**src/rtl/gen_scan_pkg.sv**
```systemverilog
// gen_scan_pkg: shared encodings for the scan generator.
//   scan_mode_e  : waveform selected by scan_mode (triangle, saw up, saw down, hold)
//   scan_state_e : sequencing states of the generator (idle, running, done)
package gen_scan_pkg;

  typedef enum logic [1:0] {
    MODE_TRI    = 2'd0,
    MODE_SAW_UP = 2'd1,
    MODE_SAW_DN = 2'd2,
    MODE_HOLD   = 2'd3
  } scan_mode_e;

  typedef enum logic [1:0] {
    ST_IDLE = 2'd0,
    ST_RUN  = 2'd1,
    ST_DONE = 2'd2
  } scan_state_e;

endpackage

```
**src/rtl/gen_scan_mult.sv**
```systemverilog
// gen_scan_mult: registered signed multiply followed by arithmetic shift.
//   clk, rst : clock and synchronous active-high reset
//   a, b     : signed R-bit operands
//   p        : ((a*b) as 2R bits) >>> BS, truncated to R bits; 2-cycle latency
module gen_scan_mult #(
  parameter int R  = 14,
  parameter int BS = 12
) (
  input  logic                clk,
  input  logic                rst,
  input  logic signed [R-1:0] a,
  input  logic signed [R-1:0] b,
  output logic signed [R-1:0] p
);

  logic signed [2*R-1:0] a_x;
  logic signed [2*R-1:0] b_x;
  logic signed [2*R-1:0] prod;
  logic signed [2*R-1:0] prod_sh;

  // Sign-extend explicitly so the low 2R bits of the product are exact.
  assign a_x     = {{R{a[R-1]}}, a};
  assign b_x     = {{R{b[R-1]}}, b};
  assign prod_sh = prod >>> BS;

  always_ff @(posedge clk) begin
    if (rst) begin
      prod <= '0;
      p    <= '0;
    end else begin
      prod <= a_x * b_x;
      p    <= prod_sh[R-1:0];
    end
  end

endmodule

```
**src/rtl/gen_scan.sv**
```systemverilog
// gen_scan: scan waveform generator (triangle / saw up / saw down / hold).
//   clk, rst          : clock and synchronous active-high reset
//   scan_step         : dwell, a tick every scan_step+1 enabled cycles
//   scan_inc          : unsigned step per tick (0 behaves as 1)
//   scan_low_lim/hig  : signed limits of outA
//   scan_B_factor     : signed gain applied to outA to form outB
//   scan_mode         : waveform select, see gen_scan_pkg::scan_mode_e
//   scan_enable       : run when high, freeze when low
//   scan_reset        : synchronous restart, overrides all other inputs
//   scan_cycles       : number of periods to run, 0 = unlimited
//   outA, outB        : scan value and scaled copy (2 cycles behind outA)
//   trigger_low/hig   : one-cycle pulse when outA arrives at a limit
//   direction_out     : 1 while the slope is rising
//   done              : high once scan_cycles periods have completed
module gen_scan
  import gen_scan_pkg::*;
#(
  parameter int R  = 14,
  parameter int CW = 32,
  parameter int BS = 12
) (
  input  logic                clk,
  input  logic                rst,
  input  logic [CW-1:0]       scan_step,
  input  logic [R-2:0]        scan_inc,
  input  logic signed [R-1:0] scan_low_lim,
  input  logic signed [R-1:0] scan_hig_lim,
  input  logic signed [R-1:0] scan_B_factor,
  input  logic [1:0]          scan_mode,
  input  logic                scan_enable,
  input  logic                scan_reset,
  input  logic [15:0]         scan_cycles,
  output logic signed [R-1:0] outA,
  output logic signed [R-1:0] outB,
  output logic                trigger_low,
  output logic                trigger_hig,
  output logic                direction_out,
  output logic                done
);

  scan_state_e   state;
  scan_mode_e    mode;
  logic [CW-1:0] dwell_cnt;
  logic [CW-1:0] step_prev;
  logic [15:0]   period_cnt;

  // Next-value arithmetic is one bit wider than outA so a+inc never wraps.
  logic signed [R:0] lo_x, hi_x, a_x, inc_x, sum_x, dif_x, nxt_x;
  logic [R-2:0]      inc_eff;
  logic              limits_ok, nxt_dir, period_end, step_changed, tick, last_period;

  assign mode         = scan_mode_e'(scan_mode);
  assign inc_eff      = (scan_inc == '0) ? (R-1)'(1) : scan_inc;
  assign lo_x         = {scan_low_lim[R-1], scan_low_lim};
  assign hi_x         = {scan_hig_lim[R-1], scan_hig_lim};
  assign a_x          = {outA[R-1], outA};
  assign inc_x        = {2'b00, inc_eff};
  assign sum_x        = a_x + inc_x;
  assign dif_x        = a_x - inc_x;
  assign limits_ok    = lo_x < hi_x;
  assign step_changed = scan_step != step_prev;
  assign tick         = (state == ST_RUN) && scan_enable && !step_changed &&
                        (dwell_cnt == scan_step);
  assign last_period  = (scan_cycles != '0) &&
                        (({1'b0, period_cnt} + 17'd1) >= {1'b0, scan_cycles});

  // NOTE: every always_comb output gets a default first so no path leaves it
  // unassigned, which would otherwise infer a latch.
  always_comb begin
    nxt_x      = a_x;
    nxt_dir    = direction_out;
    period_end = 1'b0;
    if (!limits_ok) begin
      nxt_x = lo_x;
    end else if (a_x < lo_x) begin
      nxt_x = lo_x;
    end else if (a_x > hi_x) begin
      nxt_x = hi_x;
    end else begin
      case (mode)
        MODE_TRI: begin
          if (direction_out) begin
            if (sum_x >= hi_x) begin
              nxt_x   = hi_x;
              nxt_dir = 1'b0;
            end else begin
              nxt_x = sum_x;
            end
          end else begin
            if (dif_x <= lo_x) begin
              nxt_x      = lo_x;
              nxt_dir    = 1'b1;
              // Turning round while already parked at low is not an arrival.
              period_end = (a_x != lo_x);
            end else begin
              nxt_x = dif_x;
            end
          end
        end
        MODE_SAW_UP: begin
          nxt_dir = 1'b1;
          if (a_x == hi_x) begin
            nxt_x      = lo_x;
            period_end = 1'b1;
          end else if (sum_x >= hi_x) begin
            nxt_x = hi_x;
          end else begin
            nxt_x = sum_x;
          end
        end
        MODE_SAW_DN: begin
          nxt_dir = 1'b0;
          if (a_x == lo_x) begin
            nxt_x      = hi_x;
            period_end = 1'b1;
          end else if (dif_x <= lo_x) begin
            nxt_x = lo_x;
          end else begin
            nxt_x = dif_x;
          end
        end
        default: ;  // hold: keep value and slope
      endcase
    end
  end

  // NOTE: step_prev only remembers the last scan_step to spot a change; it
  // follows the input every cycle, including during reset, so it needs no reset
  // value and never produces a spurious change after reset.
  always_ff @(posedge clk) begin
    step_prev <= scan_step;
  end

  // NOTE: sequential state uses non-blocking assignments so every register
  // samples pre-edge values regardless of statement order.
  always_ff @(posedge clk) begin
    if (rst) begin
      state         <= ST_IDLE;
      outA          <= '0;
      direction_out <= 1'b1;
      dwell_cnt     <= '0;
      period_cnt    <= '0;
      trigger_low   <= 1'b0;
      trigger_hig   <= 1'b0;
      done          <= 1'b0;
    end else if (scan_reset) begin
      state         <= ST_IDLE;
      dwell_cnt     <= '0;
      period_cnt    <= '0;
      trigger_low   <= 1'b0;
      trigger_hig   <= 1'b0;
      done          <= 1'b0;
      outA          <= (mode == MODE_SAW_DN) ? scan_hig_lim : scan_low_lim;
      direction_out <= (mode != MODE_SAW_DN);
    end else begin
      trigger_low <= 1'b0;
      trigger_hig <= 1'b0;
      case (state)
        ST_IDLE: if (scan_enable) state <= ST_RUN;
        ST_RUN: begin
          if (scan_enable) begin
            if (step_changed) begin
              dwell_cnt <= '0;
            end else if (tick) begin
              dwell_cnt     <= '0;
              outA          <= nxt_x[R-1:0];
              direction_out <= nxt_dir;
              trigger_low   <= limits_ok && (nxt_x == lo_x) && (a_x != lo_x);
              trigger_hig   <= limits_ok && (nxt_x == hi_x) && (a_x != hi_x);
              if (period_end) begin
                if (last_period) begin
                  state <= ST_DONE;
                  done  <= 1'b1;
                end else begin
                  period_cnt <= period_cnt + 16'd1;
                end
              end
            end else begin
              dwell_cnt <= dwell_cnt + CW'(1);
            end
          end
        end
        default: ;  // done: frozen until scan_reset or rst
      endcase
    end
  end

  gen_scan_mult #(.R(R), .BS(BS)) u_mult (
    .clk (clk),
    .rst (rst),
    .a   (outA),
    .b   (scan_B_factor),
    .p   (outB)
  );

endmodule

```
**config.mk**
```make
export PLATFORM = sky130hd
export DESIGN_NAME = gen_scan
export DESIGN_NICKNAME = d
export VERILOG_FILES = /design/src/rtl/gen_scan_pkg.sv /design/src/rtl/gen_scan_mult.sv /design/src/rtl/gen_scan.sv
export SDC_FILE = /design/constraint.sdc
export NUM_CORES = 1
export LEC_CHECK = 0
export CORE_ASPECT_RATIO = 0.7
export CORE_MARGIN = 3
export CORE_UTILIZATION = 27
export DETAILED_ROUTE_END_ITERATION = 12
export DONT_BUFFER_PORTS = 1
export HOLD_SLACK_MARGIN = 0.15
export PLACE_DENSITY = 0.52
export SLEW_MARGIN = 0
export SYNTH_ARGS = -nofsm -noshare
export SYNTH_HDL_FRONTEND = slang
export SYNTH_SLANG_ARGS = --single-unit
```
**constraint.sdc**
```tcl
create_clock -name clk -period 7.8 [get_ports clk]
set_input_delay 1.56 -clock clk [delete_from_list [all_inputs] [get_ports clk]]
set_output_delay 1.56 -clock clk [all_outputs]
set_load 0.01 [all_outputs]
```
Word level (Yosys, flattened, before mapping) --
Cells that the tools add are included.
Word-level totals: bits in registers 140, bits of input ports 109, output and inout port bits 32, word-level logic and storage cells 121
Cells by class: add/sub/neg operators 5, multipliers 1, $lt $le $gt $ge 6, equal/unequal tests 21, mux-type cells 45, bitwise operators 5, reduce and logical (&&, ||, !) cells 27
Operators with widths (number):
- $mux 15 | 8
- $mux 14 | 6
- $mux 32 | 2
- $pmux 15 s3 | 1
- $add 32x1->32 const B | 1
- $eq 32x32->1 | 1
- $ne 32x32->1 | 1
- $eq 15x14->1 | 2
- $eq 14x14->1 | 2
- $lt 14x14->1 | 2
- $ne 14x14->1 | 2
- $mul 14x14->26 | 1
- $ne 2x2->1 const B | 10
- $mux 1 | 18
- $add 16x1->17 const B | 1
- $ge 17x16->1 | 1
- $add 16x1->16 const B | 1
- $reduce_bool 16->1 | 1
- $add 14x14->15 | 1
- $ge 15x14->1 | 1
- $le 15x14->1 | 1
- $sub 14x14->15 | 1
- $gt 14x14->1 | 1
- $logic_not 13->1 | 1
- other kinds (19) | 43

Depth between registers and ports, before layout --
Gate-level depths: netlist (run 1).
depth in word-level cells 15, depth in mapped cells 26, depth with buffers taken out 25

By module --
A second synthesis (run 1) with hierarchy kept.
Second synthesis, totals: cells, all modules 2240, area total of the unflattened synthesis 18407.7 µm²
By module, submodules not included:
- gen_scan | times used 1, cells each 1377, area an instance 10521.3 µm², sequential area each 2001.9 µm²
- gen_scan_mult | times used 1, cells each 863, area an instance 7886.3 µm², sequential area each 560.5 µm²

Least setup slack after synthesis (run 1) --
OpenSTA, ideal clock, no wires.
path type input to register, start input scan_B_factor[13], end register u_mult.prod[25], setup time 0.128 ns, data arrival time 7.611 ns, required time 7.672 ns, slack 0.061 ns, cell stages on the path 23, buffers on the path 1, cells stage by stage clkbuf_1 > nand2_1 > fa_1 > fa_1 > inv_1 > fa_1 > inv_1 > fa_1 > inv_1 > fa_1 > fa_1 > ha_1 > a21o_1 > a21o_1 > a22o_1 > a211o_1 > a41o_1 > and2_1 > o41a_1 > a21o_1 > a21oi_1 > xnor2_1 > nor2_1
On the way: longest elaborated chain between the ends 1
Ends and longest elaborated chain:
- start: declaration | RTL line gen_scan.sv:28 | input logic signed [R-1:0] scan_B_factor,
- $mul 14x14->26 | RTL line gen_scan_mult.sv:31 | prod <= a_x * b_x;
- end signal: assignment | RTL line gen_scan_mult.sv:31
- end: declaration | RTL line gen_scan_mult.sv:18 | logic signed [2*R-1:0] prod;
No other way between the ends. A chain may end at the register's enable or synchronous reset.

Worst setup path in the final report (run 1) --
start input scan_inc[8], end register trigger_hig
On the way: longest elaborated chain between the ends 13, elaborated cells on any way between the ends 18, those cells by class add/sub (2); order compare (2); eq/ne (1); mux (10); reduce/logical (3)
Ends and longest elaborated chain:
- start: declaration | RTL line gen_scan.sv:25 | input logic [R-2:0] scan_inc,
- $logic_not 13->1 | RTL line gen_scan.sv:53 | assign inc_eff = (scan_inc == '0) ? (R-1)'(1) : scan_inc;
- $mux 13 * | RTL line gen_scan.sv:53
- $sub 14x14->15 or $add 14x14->15 (tied branches) | RTL line gen_scan.sv:59, gen_scan.sv:58
- $le 15x14->1 or $ge 15x14->1 (tied branches)
- $mux 15, on equally long branches
- $mux 15, on equally long branches | RTL line gen_scan.sv:113, gen_scan.sv:82, gen_scan.sv:102
- $pmux 15 s3 * | RTL line gen_scan.sv:80 | case (mode)
- $mux 15 * | RTL line gen_scan.sv:77 | end else if (a_x > hi_x) begin
- $mux 15 * | RTL line gen_scan.sv:75 | end else if (a_x < lo_x) begin
- $mux 15 * | RTL line gen_scan.sv:73 | if (!limits_ok) begin
- $eq 15x14->1 * | RTL line gen_scan.sv:169 | trigger_hig <= limits_ok && (nxt_x == hi_x) && (a_x != hi_x);
- $logic_and 1x1->1 * (2 in a row) | RTL line gen_scan.sv:169
- end signal: assignment | RTL line gen_scan.sv:169
- end: declaration | RTL line gen_scan.sv:36 | output logic trigger_hig,
Every way passes the cells marked *; elsewhere a longest branch is shown, timed or not.

==> flow_summary.html, run 1 <==
<table>
<tr><th>Metric</th><th>Value</th></tr>
<tr><th colspan="2">Floorplan</th></tr>
<tr><td>Die height</td><td>221 um</td></tr>
<tr><td># rows</td><td>a little under 80</td></tr>
<tr><td>Ports placed on the boundary</td><td>between 100 and 150</td></tr>
<tr><td>Core Footprint</td><td>65200 um^2</td></tr>
<tr><td>Effective utilization at floorplan</td><td>27.4%</td></tr>
<tr><td>Full die area</td><td>69400 um^2</td></tr>
<tr><td>Die Wd</td><td>314 um</td></tr>
<tr><th colspan="2">Placed design</th></tr>
<tr><td>HPWL after detailed placement</td><td>about 52000 um</td></tr>
<tr><td>Final Wtd Congestion</td><td>0.998</td></tr>
<tr><td>I/O Buffers</td><td>0</td></tr>
<tr><td>Placed instance count</td><td>3018</td></tr>
<tr><td>Worst Setup Slack post-DPL</td><td>-0.000470 ns</td></tr>
<tr><th colspan="2">Detailed routing</th></tr>
<tr><td>Final Routed Wirelength</td><td>approximately 65000 um</td></tr>
<tr><td>Number of DRC violations after detailed-routing iteration 0</td><td>1485</td></tr>
<tr><td>DR vias</td><td>15700</td></tr>
<tr><td>Residual antenna-violating net count after detailed routing</td><td>0</td></tr>
<tr><td>Drt drc</td><td>0</td></tr>
<tr><td>Via-per-instance ratio</td><td>5.16</td></tr>
<tr><td>Average wire per cell in the routed design</td><td>around 21 um</td></tr>
<tr><td>TritonRoute pass-1 iters</td><td>7</td></tr>
<tr><th colspan="2">Logic synthesis</th></tr>
<tr><td>Count of unique library cells instantiated by Yosys</td><td>88</td></tr>
<tr><td>Cells after synthesis</td><td>2182</td></tr>
<tr><td>Synthesized flop and latch total</td><td>128</td></tr>
<tr><td>Synth Net Count</td><td>approximately 2700</td></tr>
<tr><td>Post-synthesis async set-or-reset flop share</td><td>0%</td></tr>
<tr><td>Mean post-synth cell area</td><td>about 8 um^2</td></tr>
<tr><td>Yosys warns</td><td>0</td></tr>
<tr><td>Area of the mapped netlist</td><td>approximately 18000 um^2</td></tr>
<tr><td>Most frequently used flop master after synthesis</td><td>sky130_fd_sc_hd__dfxtp_1</td></tr>
<tr><td>Share of the yosys chip area belonging to registers</td><td>between 10 and 15%</td></tr>
<tr><td>Number of enable-type register cells in the synthesized netlist</td><td>0</td></tr>
<tr><th colspan="2">Cells and area</th></tr>
<tr><td>Leading cell types in the layout, fill and taps excluded</td><td>255 x sky130_fd_sc_hd__inv_1, 201 x sky130_fd_sc_hd__nand2_1, 184 x sky130_fd_sc_hd__fa_1, 182 x sky130_fd_sc_hd__ha_1, 172 x sky130_fd_sc_hd__nor2_1</td></tr>
<tr><td>NumNets Final</td><td>~2600</td></tr>
<tr><td>Area overhead of the layout relative to synthesis</td><td>9.69%</td></tr>
<tr><td>Leading cell type in the layout, fill and taps excluded</td><td>sky130_fd_sc_hd__inv_1</td></tr>
<tr><td>Share of layout cells above drive strength 1</td><td>under 10%</td></tr>
<tr><td>Number of non-filler instances in the completed layout</td><td>3052</td></tr>
<tr><td>Utilization after layout</td><td>30.1%</td></tr>
<tr><th colspan="2">Timing</th></tr>
<tr><td>Worst slew slack as a fraction of its limit</td><td>29.9%</td></tr>
<tr><td>Setup-violating endpoint count in the final report</td><td>0</td></tr>
<tr><td>Slew at the pin closest to its max-slew limit</td><td>1.05 ns</td></tr>
<tr><td>Peak Freq</td><td>134 MHz</td></tr>
<tr><td>Layout Skew</td><td>about 0.016 ns</td></tr>
<tr><td>Crit path time final</td><td>approximately 7.5 ns</td></tr>
<tr><td>Max-slew violation count</td><td>0</td></tr>
<tr><td>Slack of the critical path</td><td>0.311 ns</td></tr>
<tr><td>Number of hold violations in the final report</td><td>0</td></tr>
<tr><td>RSZ-0062 raised after global routing</td><td>false</td></tr>
<tr><td>Final clock period utilization by the worst path</td><td>96.0%</td></tr>
<tr><th colspan="2">Clock tree</th></tr>
<tr><td>Skew-Pair Late Insertion Delay</td><td>0.44 ns</td></tr>
<tr><td>CTS Root Cell</td><td>sky130_fd_sc_hd__clkbuf_16</td></tr>
<tr><td>Post-CTS Hold Fix Bufs</td><td>0</td></tr>
<tr><td>Post-CTS setup-driven buffer insertion count</td><td>0</td></tr>
<tr><td>Resized Gates After CTS</td><td>0</td></tr>
<tr><td>Clock transition at the registers of the reported paths</td><td>about 0.07 ns</td></tr>
<tr><td>CTS Sinks</td><td>128</td></tr>
<tr><td>Total CTS buffers</td><td>17</td></tr>
<tr><td>CTS tree</td><td>built</td></tr>
<tr><td>Maximum count of clock buffers along a single path</td><td>2</td></tr>
<tr><td>Number of H-tree levels</td><td>4</td></tr>
<tr><th colspan="2">Worst setup path</th></tr>
<tr><td>Crit path required time</td><td>8.18 ns</td></tr>
<tr><td>Maximum fanout encountered on the critical timing path</td><td>4</td></tr>
<tr><td>Crit Path Category</td><td>in2reg</td></tr>
<tr><td>Critical path arrival</td><td>7.87 ns</td></tr>
<tr><td>Worst setup EP type</td><td>flop</td></tr>
<tr><td>Startpoint type of the worst setup path</td><td>primary input</td></tr>
<tr><th colspan="2">Global routing</th></tr>
<tr><td>Maximum number of pins on one net before global-route repair</td><td>about 50</td></tr>
<tr><td>Overall routing resource usage</td><td>18.5%</td></tr>
<tr><td>Global route overflow</td><td>0</td></tr>
<tr><td>Initial antenna violation count</td><td>0</td></tr>
<tr><td>Vias in the first global route</td><td>between 15000 and 20000</td></tr>
<tr><td>First-pass GRT wire length</td><td>98900 um</td></tr>
<tr><th colspan="2">Outcome</th></tr>
<tr><td>Outcome</td><td>finished clean</td></tr>
<tr><th colspan="2">Pwr</th></tr>
<tr><td>Power, Total</td><td>0.00398 W</td></tr>
<tr><td>Total power per unit cell area</td><td>203 nW/um^2</td></tr>
<tr><td>Static leakage</td><td>approximately 9 nW</td></tr>
<tr><td>Worst ir drop on vdd</td><td>around 0.17 mV</td></tr>
<tr><th colspan="2">Flow run</th></tr>
<tr><td>Number of maximum-capacitance constraint violations</td><td>0</td></tr>
<tr><th colspan="2">Hold path</th></tr>
<tr><td>Hold/Removal Path Class</td><td>reg2reg</td></tr>
</table>
## final cells by class
class,count,area [um^2]
fill,6999,45600
sequential,128,2560
multi-input combinational,1692,14000
inverter,257,965
antenna,2,5.00
tap,880,1100
clock inverter,15,141
timing repair buffer,61,458
clock buffer,17,425
## worst paths after layout
check,start,to,slack [ns],depth (start not counted)
max,scan_inc[8],trigger_hig,0.31,24
min,u_mult.prod[21],u_mult.p[9],0.45,1
max reg2reg,outA[6],u_mult.prod[25],0.68,23
min reg2reg,u_mult.prod[21],u_mult.p[9],0.45,1
## synth_stat cells (27+ instances only)
cell / number / area, um^2
sky130_fd_sc_hd__nand3_1: 46 / 230
sky130_fd_sc_hd__o21ai_0: 91 / 455
sky130_fd_sc_hd__a211oi_1: 28 / 210
sky130_fd_sc_hd__xnor2_1: 99 / 867
sky130_fd_sc_hd__xor2_1: 47 / 412
sky130_fd_sc_hd__nand4_1: 34 / 213
sky130_fd_sc_hd__nor3_1: 27 / 135
sky130_fd_sc_hd__ha_1: 182 / 2280
sky130_fd_sc_hd__and3_1: 29 / 181
sky130_fd_sc_hd__fa_1: 184 / 3680
sky130_fd_sc_hd__nor2_1: 172 / 646
sky130_fd_sc_hd__a21oi_1: 112 / 561
sky130_fd_sc_hd__clkbuf_1: 88 / 330
sky130_fd_sc_hd__nand2_1: 201 / 754
sky130_fd_sc_hd__inv_1: 255 / 957
sky130_fd_sc_hd__and2_1: 82 / 513
sky130_fd_sc_hd__nor2b_1: 34 / 213
sky130_fd_sc_hd__dfxtp_1: 128 / 2560
## registers in the layout (all words and copies together) (netlist names)
signal         cells
period_cnt        16
dwell_cnt         32
step_prev         32
u_mult.p          14
trigger_hig        1
u_mult.prod       14
direction_out      1
outA              14
trigger_low        1
done               1
state              2
## kinds of logic after synthesis
| logic type | Yosys count | synth area share (%) |
|---|---|---|
| buf+inv | 362 | 7.71 |
| compound gates | 402 | 14.9 |
| fa+ha+maj | 366 | 33.3 |
| flops | 128 | 14.3 |
| simple gates | 750 | 21.0 |
| mux | 28 | 1.58 |
| xor+xnor | 146 | 7.15 |
## worst max-delay path, cell delays in order
cell,delay (ns)
sky130_fd_sc_hd__nor4_1,0.26
sky130_fd_sc_hd__buf_4,0.17
sky130_fd_sc_hd__a31o_2,0.18
sky130_fd_sc_hd__ha_1,0.16
sky130_fd_sc_hd__inv_1,0.05
sky130_fd_sc_hd__fa_1,0.40
sky130_fd_sc_hd__o21ba_1,0.23
sky130_fd_sc_hd__or4_4,0.44
sky130_fd_sc_hd__a31oi_2,0.26
sky130_fd_sc_hd__a221o_2,0.22
sky130_fd_sc_hd__a221oi_1,0.11
sky130_fd_sc_hd__o211a_1,0.27
sky130_fd_sc_hd__ha_1,0.32
sky130_fd_sc_hd__nand4_1,0.13
sky130_fd_sc_hd__nor4_1,0.45
sky130_fd_sc_hd__a211oi_1,0.19
sky130_fd_sc_hd__and3_1,0.32
sky130_fd_sc_hd__a221o_1,0.32
sky130_fd_sc_hd__a221oi_2,0.31
sky130_fd_sc_hd__a21o_1,0.19
sky130_fd_sc_hd__o221ai_1,0.12
sky130_fd_sc_hd__or4_1,0.52
sky130_fd_sc_hd__a2111oi_0,0.48
sky130_fd_sc_hd__o211a_1,0.20
## metal layers
metal	share of wire [%]	GRT usage (%)	vias up
li1	-	-	7321
met1	49	28.6	7788
met2	41	26.3	598
met3	9.3	4.43	32
met4	0.69	2.34	0
met5	0	0	-
## where the power goes
group          switching (W)  leakage [nW]  total [W]  internal [W]
clock               0.000364         0.266   0.000786      0.000421
sequential         0.0000525          1.05   0.000777      0.000725
combinational        0.00138          7.45    0.00242       0.00104
## per-stage QoR
step                      hold slack (ns)  cell area, um^2   TNS [ns]
after floorplan                     0.414            17900          0
after detailed placement            0.444            19000  -0.000470
after CTS                           0.455            19600          0
after global routing                0.477            19600          0
final                               0.448            19600          0
after global placement              0.452            19000          0
Note: power is estimated with default switching activity, not from simulation.
==> inputs of run 2 (changes only) <==
--- a/config.mk
+++ b/config.mk
@@ -10,8 +10,7 @@
 export CORE_UTILIZATION = 27
 export DETAILED_ROUTE_END_ITERATION = 12
 export DONT_BUFFER_PORTS = 1
-export HOLD_SLACK_MARGIN = 0.15
-export PLACE_DENSITY = 0.52
+export PLACE_DENSITY = 0.41
 export SLEW_MARGIN = 0
 export SYNTH_ARGS = -nofsm -noshare
 export SYNTH_HDL_FRONTEND = slang
==> constraint.sdc (replaced) <==
create_clock -name clk -period 8 [get_ports clk]
set_input_delay 1.6 -clock clk [delete_from_list [all_inputs] [get_ports clk]]
set_output_delay 1.6 -clock clk [all_outputs]
set_load 0.01 [all_outputs]
==> flow_summary.html, run 2 (synthesized netlist as in run 1, its figures left out) <==
<table>
<tr><th>Metric</th><th>Value</th></tr>
<tr><th colspan="2">Cells and area</th></tr>
<tr><td>Leading cell types in the layout, fill and taps excluded</td><td>255 x sky130_fd_sc_hd__inv_1, 201 x sky130_fd_sc_hd__nand2_1, 184 x sky130_fd_sc_hd__fa_1, 182 x sky130_fd_sc_hd__ha_1, 172 x sky130_fd_sc_hd__nor2_1</td></tr>
<tr><td>NumNets Final</td><td>2655 (+0.87%)</td></tr>
<tr><td>Area taken by multi-input logic gates</td><td>14000 um^2 (unchanged)</td></tr>
<tr><td>Leading cell type in the layout, fill and taps excluded</td><td>sky130_fd_sc_hd__inv_1</td></tr>
<tr><td>Area overhead of the layout relative to synthesis</td><td>10.7%</td></tr>
<tr><td>Number of non-filler instances in the completed layout</td><td>3072 (+0.66%)</td></tr>
<tr><td>Final-layout fill cell count</td><td>7014 (+0.21%)</td></tr>
<tr><td>Diode count</td><td>0 (-2)</td></tr>
<tr><td>Utilization after layout</td><td>30.4% (+0.28 points)</td></tr>
<tr><td>Largest registers in the final layout</td><td>dwell_cnt x32, step_prev x32, period_cnt x16</td></tr>
<tr><td>Register area</td><td>2560 um^2 (unchanged)</td></tr>
<tr><td>Share of layout cells above drive strength 1</td><td>6.34% (+0.95 points)</td></tr>
<tr><th colspan="2">Pwr</th></tr>
<tr><td>Static leakage</td><td>8.89 nW (+1.4%)</td></tr>
<tr><td>Worst ir drop on vdd</td><td>0.163 mV (-3.4%)</td></tr>
<tr><td>Total power per unit cell area</td><td>203 nW/um^2 (-0.22%)</td></tr>
<tr><td>Power, Total</td><td>0.00401 W (+0.69%)</td></tr>
<tr><th colspan="2">Floorplan</th></tr>
<tr><td>Die height</td><td>221 um (unchanged)</td></tr>
<tr><td>Full die area</td><td>69400 um^2 (unchanged)</td></tr>
<tr><td>Die Wd</td><td>314 um (unchanged)</td></tr>
<tr><td>Effective utilization at floorplan</td><td>27.4% (unchanged)</td></tr>
<tr><td>Core Footprint</td><td>65200 um^2 (unchanged)</td></tr>
<tr><td># rows</td><td>78 (unchanged)</td></tr>
<tr><td>Ports placed on the boundary</td><td>141 (unchanged)</td></tr>
<tr><th colspan="2">Clock tree</th></tr>
<tr><td>CTS tree</td><td>built</td></tr>
<tr><td>Number of H-tree levels</td><td>4 (unchanged)</td></tr>
<tr><td>Total CTS buffers</td><td>17 (unchanged)</td></tr>
<tr><td>CTS Sinks</td><td>128 (unchanged)</td></tr>
<tr><td>Skew-Pair Late Insertion Delay</td><td>0.47 ns (+0.03 ns)</td></tr>
<tr><td>Maximum count of clock buffers along a single path</td><td>2 (unchanged)</td></tr>
<tr><td>CTS Root Cell</td><td>sky130_fd_sc_hd__clkbuf_16</td></tr>
<tr><td>Clock transition at the registers of the reported paths</td><td>0.06 ns (about the same)</td></tr>
<tr><td>Post-CTS setup-driven buffer insertion count</td><td>0 (unchanged)</td></tr>
<tr><td>Post-CTS Hold Fix Bufs</td><td>0 (unchanged)</td></tr>
<tr><td>Resized Gates After CTS</td><td>0 (unchanged)</td></tr>
<tr><th colspan="2">Global routing</th></tr>
<tr><td>Global route overflow</td><td>0 (unchanged)</td></tr>
<tr><td>Maximum number of pins on one net before global-route repair</td><td>51 (unchanged)</td></tr>
<tr><td>Overall routing resource usage</td><td>20.2% (+1.6 points)</td></tr>
<tr><td>Initial antenna violation count</td><td>3 (+3)</td></tr>
<tr><td>First-pass GRT wire length</td><td>106000 um (+6.9%)</td></tr>
<tr><td>Vias in the first global route</td><td>15900 (+1.6%)</td></tr>
<tr><th colspan="2">Detailed routing</th></tr>
<tr><td>Final Routed Wirelength</td><td>69600 um (+7.0%)</td></tr>
<tr><td>DR vias</td><td>15900 (+0.80%)</td></tr>
<tr><td>Uppermost layer routed</td><td>met4</td></tr>
<tr><td>Drt drc</td><td>0 (unchanged)</td></tr>
<tr><td>Residual antenna-violating net count after detailed routing</td><td>0 (unchanged)</td></tr>
<tr><td>Average wire per cell in the routed design</td><td>22.7 um (+6.3%)</td></tr>
<tr><td>Routed wl met2</td><td>27500 um (+4.2%)</td></tr>
<tr><td>Via-per-instance ratio</td><td>5.16 (+0.14%)</td></tr>
<tr><td>TritonRoute pass-1 iters</td><td>5 (-2)</td></tr>
<tr><td>Number of DRC violations after detailed-routing iteration 0</td><td>1305 (-12%)</td></tr>
<tr><td>Detailed-routed wire length on met3</td><td>5790 um (-3.9%)</td></tr>
<tr><td>Post-route met1 wirelength</td><td>35200 um (+9.3%)</td></tr>
<tr><th colspan="2">Timing</th></tr>
<tr><td>Peak Freq</td><td>132 MHz</td></tr>
<tr><td>Number of hold violations in the final report</td><td>0 (unchanged)</td></tr>
<tr><td>RSZ-0062 raised after global routing</td><td>false</td></tr>
<tr><td>Final clock period utilization by the worst path</td><td>94.7%</td></tr>
<tr><td>Max-slew violation count</td><td>0 (unchanged)</td></tr>
<tr><td>Total negative slack for setup checks</td><td>0 ns (unchanged)</td></tr>
<tr><td>Crit path time final</td><td>7.58 ns</td></tr>
<tr><td>Layout Skew</td><td>0.0197 ns (+0.00387 ns)</td></tr>
<tr><td>Slew at the pin closest to its max-slew limit</td><td>1.08 ns (+0.0327 ns)</td></tr>
<tr><td>Worst slack on hold paths</td><td>0.434 ns (-0.0138 ns)</td></tr>
<tr><td>Setup-violating endpoint count in the final report</td><td>0 (unchanged)</td></tr>
<tr><td>Worst slew slack as a fraction of its limit</td><td>27.7% (-2.2 points)</td></tr>
<tr><th colspan="2">Hold path</th></tr>
<tr><td>Hold/Removal Path Class</td><td>reg2reg</td></tr>
<tr><th colspan="2">Placed design</th></tr>
<tr><td>Final Wtd Congestion</td><td>0.953 (-4.5%)</td></tr>
<tr><td>HPWL after detailed placement</td><td>56300 um (+7.7%)</td></tr>
<tr><td>Placed instance count</td><td>3041 (+0.76%)</td></tr>
<tr><td>I/O Buffers</td><td>0 (unchanged)</td></tr>
<tr><th colspan="2">Worst setup path</th></tr>
<tr><td>Crit Path Category</td><td>in2reg</td></tr>
<tr><td>Critical path arrival</td><td>7.98 ns (+0.11 ns)</td></tr>
<tr><td>Worst setup EP type</td><td>flop</td></tr>
<tr><td>Maximum fanout encountered on the critical timing path</td><td>5 (+1)</td></tr>
<tr><td>Crit path required time</td><td>8.40 ns (+0.22 ns)</td></tr>
<tr><td>Startpoint type of the worst setup path</td><td>primary input</td></tr>
<tr><th colspan="2">Flow run</th></tr>
<tr><td>Number of maximum-capacitance constraint violations</td><td>0 (unchanged)</td></tr>
<tr><th colspan="2">Outcome</th></tr>
<tr><td>Outcome</td><td>finished clean</td></tr>
</table>
-- run 2: changes by cell type in the layout (fill, tap and decap cells not counted), sizes merged --
cell    change
buf        +23
inv         -8
clkinv      +4
bufinv      +2
diode       -2
clkbuf      +1
-- run 2: routing by layer --
layer	global-route usage [%]	vias up
met5	0	-
met4	4.44	0
met3	5.23	63
met2	27.7	562
met1	31.0	7877
li1	-	7363
-- run 2: final timing paths --
path	start	depth (start not counted)	slack, ns	end
setup / recovery	scan_inc[4]	26	0.42	trigger_hig
setup reg to reg	outA[7]	23	1.01	u_mult.prod[25]
hold / removal	u_mult.prod[15]	1	0.43	u_mult.p[3]
hold reg to reg	u_mult.prod[15]	1	0.43	u_mult.p[3]
-- run 2: area by class of cell --
cell class / count / share of cell area (%)
flip-flops and latches: 128 / 12.9
inverters: 257 / 4.87
well taps: 880 / 5.56
repair buffers: 84 / 3.18
multi-input cells: 1692 / 70.5
clock inverters: 13 / 0.708
clock buffers: 18 / 2.22
-- run 2: worst max-delay path, stage by stage --
cell and delay, ns:
sky130_fd_sc_hd__nor4_1 0.55, sky130_fd_sc_hd__a31o_2 0.27, sky130_fd_sc_hd__ha_1 0.15, sky130_fd_sc_hd__inv_1 0.05, sky130_fd_sc_hd__fa_1 0.38, sky130_fd_sc_hd__o21ba_1 0.22, sky130_fd_sc_hd__or4_4 0.44, sky130_fd_sc_hd__a31oi_2 0.20
sky130_fd_sc_hd__a221o_2 0.19, sky130_fd_sc_hd__a221oi_1 0.09, sky130_fd_sc_hd__o211a_1 0.25, sky130_fd_sc_hd__ha_1 0.30, sky130_fd_sc_hd__buf_4 0.15, sky130_fd_sc_hd__and4_1 0.21, sky130_fd_sc_hd__a211oi_1 0.33, sky130_fd_sc_hd__a211o_1 0.34
sky130_fd_sc_hd__nor2_1 0.07, sky130_fd_sc_hd__nor4b_1 0.32, sky130_fd_sc_hd__buf_4 0.19, sky130_fd_sc_hd__o21ai_0 0.11, sky130_fd_sc_hd__nand2_1 0.15, sky130_fd_sc_hd__nor2_1 0.05, sky130_fd_sc_hd__or4_1 0.57, sky130_fd_sc_hd__a2111oi_0 0.47
sky130_fd_sc_hd__buf_4 0.19, sky130_fd_sc_hd__o211a_1 0.13
-- run 2: report_power, final --
part	leakage (nW)	total [W]	switching [W]	internal [W]
Sequential	1.05	0.000752	0.0000457	0.000707
Clock	0.274	0.000801	0.000337	0.000464
Combinational	7.56	0.00246	0.00140	0.00105
Total	8.89	0.00401	0.00179	0.00222
-- run 2: per-stage QoR --
| step | setup slack, ns | cell area (um^2) |
|---|---|---|
| after floorplan | 0.221 | 17900 |
| after global placement | 0.144 | 19200 |
| after detailed placement | 0.0990 | 19200 |
| after CTS | 0.534 | 19800 |
| after global routing | 0.0468 | 19800 |
| final | 0.421 | 19800 |
==> inputs of run 3 (changes only) <==
--- a/config.mk
+++ b/config.mk
@@ -8,6 +8,7 @@
 export CORE_ASPECT_RATIO = 0.7
 export CORE_MARGIN = 3
 export CORE_UTILIZATION = 27
+export CTS_BUF_LIST = sky130_fd_sc_hd__clkbuf_16
 export DETAILED_ROUTE_END_ITERATION = 12
 export DONT_BUFFER_PORTS = 1
 export PLACE_DENSITY = 0.41
==> flow_summary.html, run 3 (synthesized netlist as in run 1, its figures left out) <==
<table>
<tr><th>Metric</th><th>Value</th></tr>
<tr><th colspan="2">Detailed routing</th></tr>
<tr><td>Drt drc</td><td>0 (unchanged)</td></tr>
<tr><td>Final Routed Wirelength</td><td>69700 um (about the same)</td></tr>
<tr><td>Number of DRC violations after detailed-routing iteration 0</td><td>1347 (+3.2%)</td></tr>
<tr><td>DR vias</td><td>15900 (+0.23%)</td></tr>
<tr><td>TritonRoute pass-1 iters</td><td>6 (+1)</td></tr>
<tr><td>Average wire per cell in the routed design</td><td>22.7 um (about the same)</td></tr>
<tr><td>Residual antenna-violating net count after detailed routing</td><td>0 (unchanged)</td></tr>
<tr><td>Via-per-instance ratio</td><td>5.17 (+0.19%)</td></tr>
<tr><th colspan="2">Worst setup path</th></tr>
<tr><td>Worst setup EP type</td><td>flop</td></tr>
<tr><td>Crit path required time</td><td>8.40 ns (about the same)</td></tr>
<tr><td>Standard cell with the maximum stage delay on the critical path</td><td>sky130_fd_sc_hd__or4_1</td></tr>
<tr><td>Register-to-register path setup slack</td><td>0.98 ns (-0.03 ns)</td></tr>
<tr><td>Maximum fanout encountered on the critical timing path</td><td>5 (unchanged)</td></tr>
<tr><td>Startpoint type of the worst setup path</td><td>primary input</td></tr>
<tr><td>Category of cells accounting for the largest share of critical-path delay</td><td>compound AO/OA/AOI/OAI gates</td></tr>
<tr><td>Critical path arrival</td><td>7.92 ns (-0.06 ns)</td></tr>
<tr><td>Largest incremental delay on the critical path</td><td>0.57 ns (about the same)</td></tr>
<tr><td>Crit Path Category</td><td>in2reg</td></tr>
<tr><td>Buffer and inverter count on the worst path</td><td>4 (unchanged)</td></tr>
<tr><td>Cell repeated most along the worst path</td><td>sky130_fd_sc_hd__buf_4</td></tr>
<tr><th colspan="2">Timing</th></tr>
<tr><td>Worst slew slack as a fraction of its limit</td><td>27.4% (-0.24 points)</td></tr>
<tr><td>Slew at the pin closest to its max-slew limit</td><td>1.09 ns (+0.00357 ns)</td></tr>
<tr><td>RSZ-0062 raised after global routing</td><td>false</td></tr>
<tr><td>Layout Skew</td><td>0.0195 ns (-0.000207 ns)</td></tr>
<tr><td>Total negative slack for setup checks</td><td>0 ns (unchanged)</td></tr>
<tr><td>Crit path time final</td><td>7.52 ns (-0.0630 ns)</td></tr>
<tr><td>Setup-violating endpoint count in the final report</td><td>0 (unchanged)</td></tr>
<tr><td>Number of hold violations in the final report</td><td>0 (unchanged)</td></tr>
<tr><td>Max-slew violation count</td><td>0 (unchanged)</td></tr>
<tr><td>Final clock period utilization by the worst path</td><td>94.0% (-0.79 points)</td></tr>
<tr><td>Peak Freq</td><td>133 MHz (+0.84%)</td></tr>
<tr><th colspan="2">Floorplan</th></tr>
<tr><td>Core Footprint</td><td>65200 um^2 (unchanged)</td></tr>
<tr><td># rows</td><td>78 (unchanged)</td></tr>
<tr><td>Die Wd</td><td>314 um (unchanged)</td></tr>
<tr><td>Effective utilization at floorplan</td><td>27.4% (unchanged)</td></tr>
<tr><td>Full die area</td><td>69400 um^2 (unchanged)</td></tr>
<tr><td>Die height</td><td>221 um (unchanged)</td></tr>
<tr><td>Ports placed on the boundary</td><td>141 (unchanged)</td></tr>
<tr><th colspan="2">Placed design</th></tr>
<tr><td>Placed instance count</td><td>3041 (unchanged)</td></tr>
<tr><td>I/O Buffers</td><td>0 (unchanged)</td></tr>
<tr><td>Standard cell area after detailed placement</td><td>19200 um^2 (unchanged)</td></tr>
<tr><td>HPWL after detailed placement</td><td>56300 um (unchanged)</td></tr>
<tr><td>Final Wtd Congestion</td><td>0.953 (unchanged)</td></tr>
<tr><th colspan="2">Clock tree</th></tr>
<tr><td>Post-CTS setup-driven buffer insertion count</td><td>0 (unchanged)</td></tr>
<tr><td>Maximum count of clock buffers along a single path</td><td>2 (unchanged)</td></tr>
<tr><td>Clock transition at the registers of the reported paths</td><td>0.06 ns (about the same)</td></tr>
<tr><td>CTS Root Cell</td><td>sky130_fd_sc_hd__clkbuf_16</td></tr>
<tr><td>Total CTS buffers</td><td>17 (unchanged)</td></tr>
<tr><td>Post-CTS Hold Fix Bufs</td><td>0 (unchanged)</td></tr>
<tr><td>Number of H-tree levels</td><td>4 (unchanged)</td></tr>
<tr><td>CTS tree</td><td>built</td></tr>
<tr><td>Resized Gates After CTS</td><td>0 (unchanged)</td></tr>
<tr><td>Skew-Pair Late Insertion Delay</td><td>0.47 ns (about the same)</td></tr>
<tr><td>CTS Sinks</td><td>128 (unchanged)</td></tr>
<tr><th colspan="2">Pwr</th></tr>
<tr><td>Total power per unit cell area</td><td>202 nW/um^2 (-0.21%)</td></tr>
<tr><td>Share of power burned in the clock network</td><td>19.7% (-0.3 points)</td></tr>
<tr><td>Net switching power of the design</td><td>0.00179 W (about the same)</td></tr>
<tr><td>Sequential power share</td><td>18.8% (about the same)</td></tr>
<tr><td>Part of the total power dissipated in combinational logic</td><td>61.5% (+0.2 points)</td></tr>
<tr><td>Switching share of power</td><td>44.7% (+0.10 points)</td></tr>
<tr><td>Internal portion of total power</td><td>0.00221 W (-0.43%)</td></tr>
<tr><td>Static leakage</td><td>8.88 nW (about the same)</td></tr>
<tr><td>Worst ir drop on vdd</td><td>0.163 mV (about the same)</td></tr>
<tr><th colspan="2">Cells and area</th></tr>
<tr><td>Register area</td><td>2560 um^2 (unchanged)</td></tr>
<tr><td>Area taken by multi-input logic gates</td><td>14000 um^2 (unchanged)</td></tr>
<tr><td>Number of non-filler instances in the completed layout</td><td>3073 (+0.033%)</td></tr>
<tr><td>Leading cell types in the layout, fill and taps excluded</td><td>255 x sky130_fd_sc_hd__inv_1, 201 x sky130_fd_sc_hd__nand2_1, 184 x sky130_fd_sc_hd__fa_1, 182 x sky130_fd_sc_hd__ha_1, 172 x sky130_fd_sc_hd__nor2_1</td></tr>
<tr><td>Total non-filler cell area in the finished layout</td><td>19800 um^2 (about the same)</td></tr>
<tr><td>Utilization after layout</td><td>30.4% (about the same)</td></tr>
<tr><td>Largest registers in the final layout</td><td>dwell_cnt x32, step_prev x32, period_cnt x16</td></tr>
<tr><td>Area overhead of the layout relative to synthesis</td><td>10.7% (about the same)</td></tr>
<tr><td>Share of layout cells above drive strength 1</td><td>6.30% (-0.046 points)</td></tr>
<tr><td>Final-layout fill cell count</td><td>7014 (unchanged)</td></tr>
<tr><td>Leading cell type in the layout, fill and taps excluded</td><td>sky130_fd_sc_hd__inv_1</td></tr>
<tr><td>NumNets Final</td><td>2655 (unchanged)</td></tr>
<tr><th colspan="2">Global routing</th></tr>
<tr><td>Initial antenna violation count</td><td>3 (unchanged)</td></tr>
<tr><td>Maximum number of pins on one net before global-route repair</td><td>51 (unchanged)</td></tr>
<tr><td>Overall routing resource usage</td><td>20.2% (about the same)</td></tr>
<tr><td>Global route overflow</td><td>0 (unchanged)</td></tr>
<tr><td>First-pass GRT wire length</td><td>106000 um (about the same)</td></tr>
<tr><td>Vias in the first global route</td><td>15900 (+0.069%)</td></tr>
<tr><th colspan="2">Outcome</th></tr>
<tr><td>Outcome</td><td>finished clean</td></tr>
<tr><th colspan="2">Flow run</th></tr>
<tr><td>Number of maximum-capacitance constraint violations</td><td>0 (unchanged)</td></tr>
<tr><th colspan="2">Hold path</th></tr>
<tr><td>Hold/Removal Path Class</td><td>reg2reg</td></tr>
</table>
==> run 3: cell type report <==
type,count,area share [%]
flip-flops and latches,128,12.9
repair buffers,84,3.19
multi-input cells,1692,70.5
inverters,257,4.87
clock inverters,14,0.727
diodes,1,0.0126
clock buffers,17,2.15
well taps,880,5.56
==> run 3: through the flow <==
step                      total power [W]  hold WS [ns]  worst slack [ns]
after floorplan                   0.00255         0.414             0.221
after global placement            0.00323         0.421             0.144
after detailed placement          0.00322         0.424            0.0990
after CTS                         0.00406         0.440             0.534
after global routing              0.00442         0.455            0.0468
final                             0.00400         0.434             0.484
==> run 3: worst register-to-register path, cell delays in order, from the launching register on <==
cell and delay [ns]:
sky130_fd_sc_hd__dfxtp_1 0.79, sky130_fd_sc_hd__nand2_1 0.17, sky130_fd_sc_hd__fa_1 0.54, sky130_fd_sc_hd__inv_1 0.06
sky130_fd_sc_hd__fa_1 0.53, sky130_fd_sc_hd__inv_1 0.05, sky130_fd_sc_hd__fa_1 0.49, sky130_fd_sc_hd__inv_1 0.05
sky130_fd_sc_hd__fa_1 0.46, sky130_fd_sc_hd__fa_1 0.52, sky130_fd_sc_hd__fa_1 0.49, sky130_fd_sc_hd__ha_1 0.29
sky130_fd_sc_hd__o21ai_0 0.17, sky130_fd_sc_hd__nand2b_1 0.20, sky130_fd_sc_hd__nor3b_1 0.21, sky130_fd_sc_hd__a22o_1 0.19
sky130_fd_sc_hd__a211o_1 0.34, sky130_fd_sc_hd__a41o_1 0.27, sky130_fd_sc_hd__and2_1 0.19, sky130_fd_sc_hd__o41a_1 0.35
sky130_fd_sc_hd__a21o_1 0.21, sky130_fd_sc_hd__a21oi_1 0.17, sky130_fd_sc_hd__xnor2_1 0.13, sky130_fd_sc_hd__nor2_1 0.05
==> run 3: routing by layer <==
layer	track usage, %	share of wire (%)
met3	5.19	8.5
met5	0	0
met4	4.44	1.8
met2	27.7	39
met1	31.0	50
==> run 3: power groups by stage <==
stage / Combinational, W / Clock [W] / Sequential (W)
finish: 0.00246 / 0.000788 / 0.000752
global route: 0.00283 / 0.000836 / 0.000759
floorplan: 0.00179 / 0 / 0.000751
CTS: 0.00250 / 0.000814 / 0.000754
detailed placement: 0.00245 / 0 / 0.000767
global placement: 0.00246 / 0 / 0.000768
==> run 3: worst paths after layout <==
| check | start | to | cells after the start |
|---|---|---|---|
| worst min register to register | u_mult.prod[15] | u_mult.p[3] | 1 |
| worst max register to register | outA[7] | u_mult.prod[25] | 23 |
| worst max-delay path | scan_inc[8] | trigger_hig | 26 |
| worst min-delay path | u_mult.prod[15] | u_mult.p[3] | 1 |
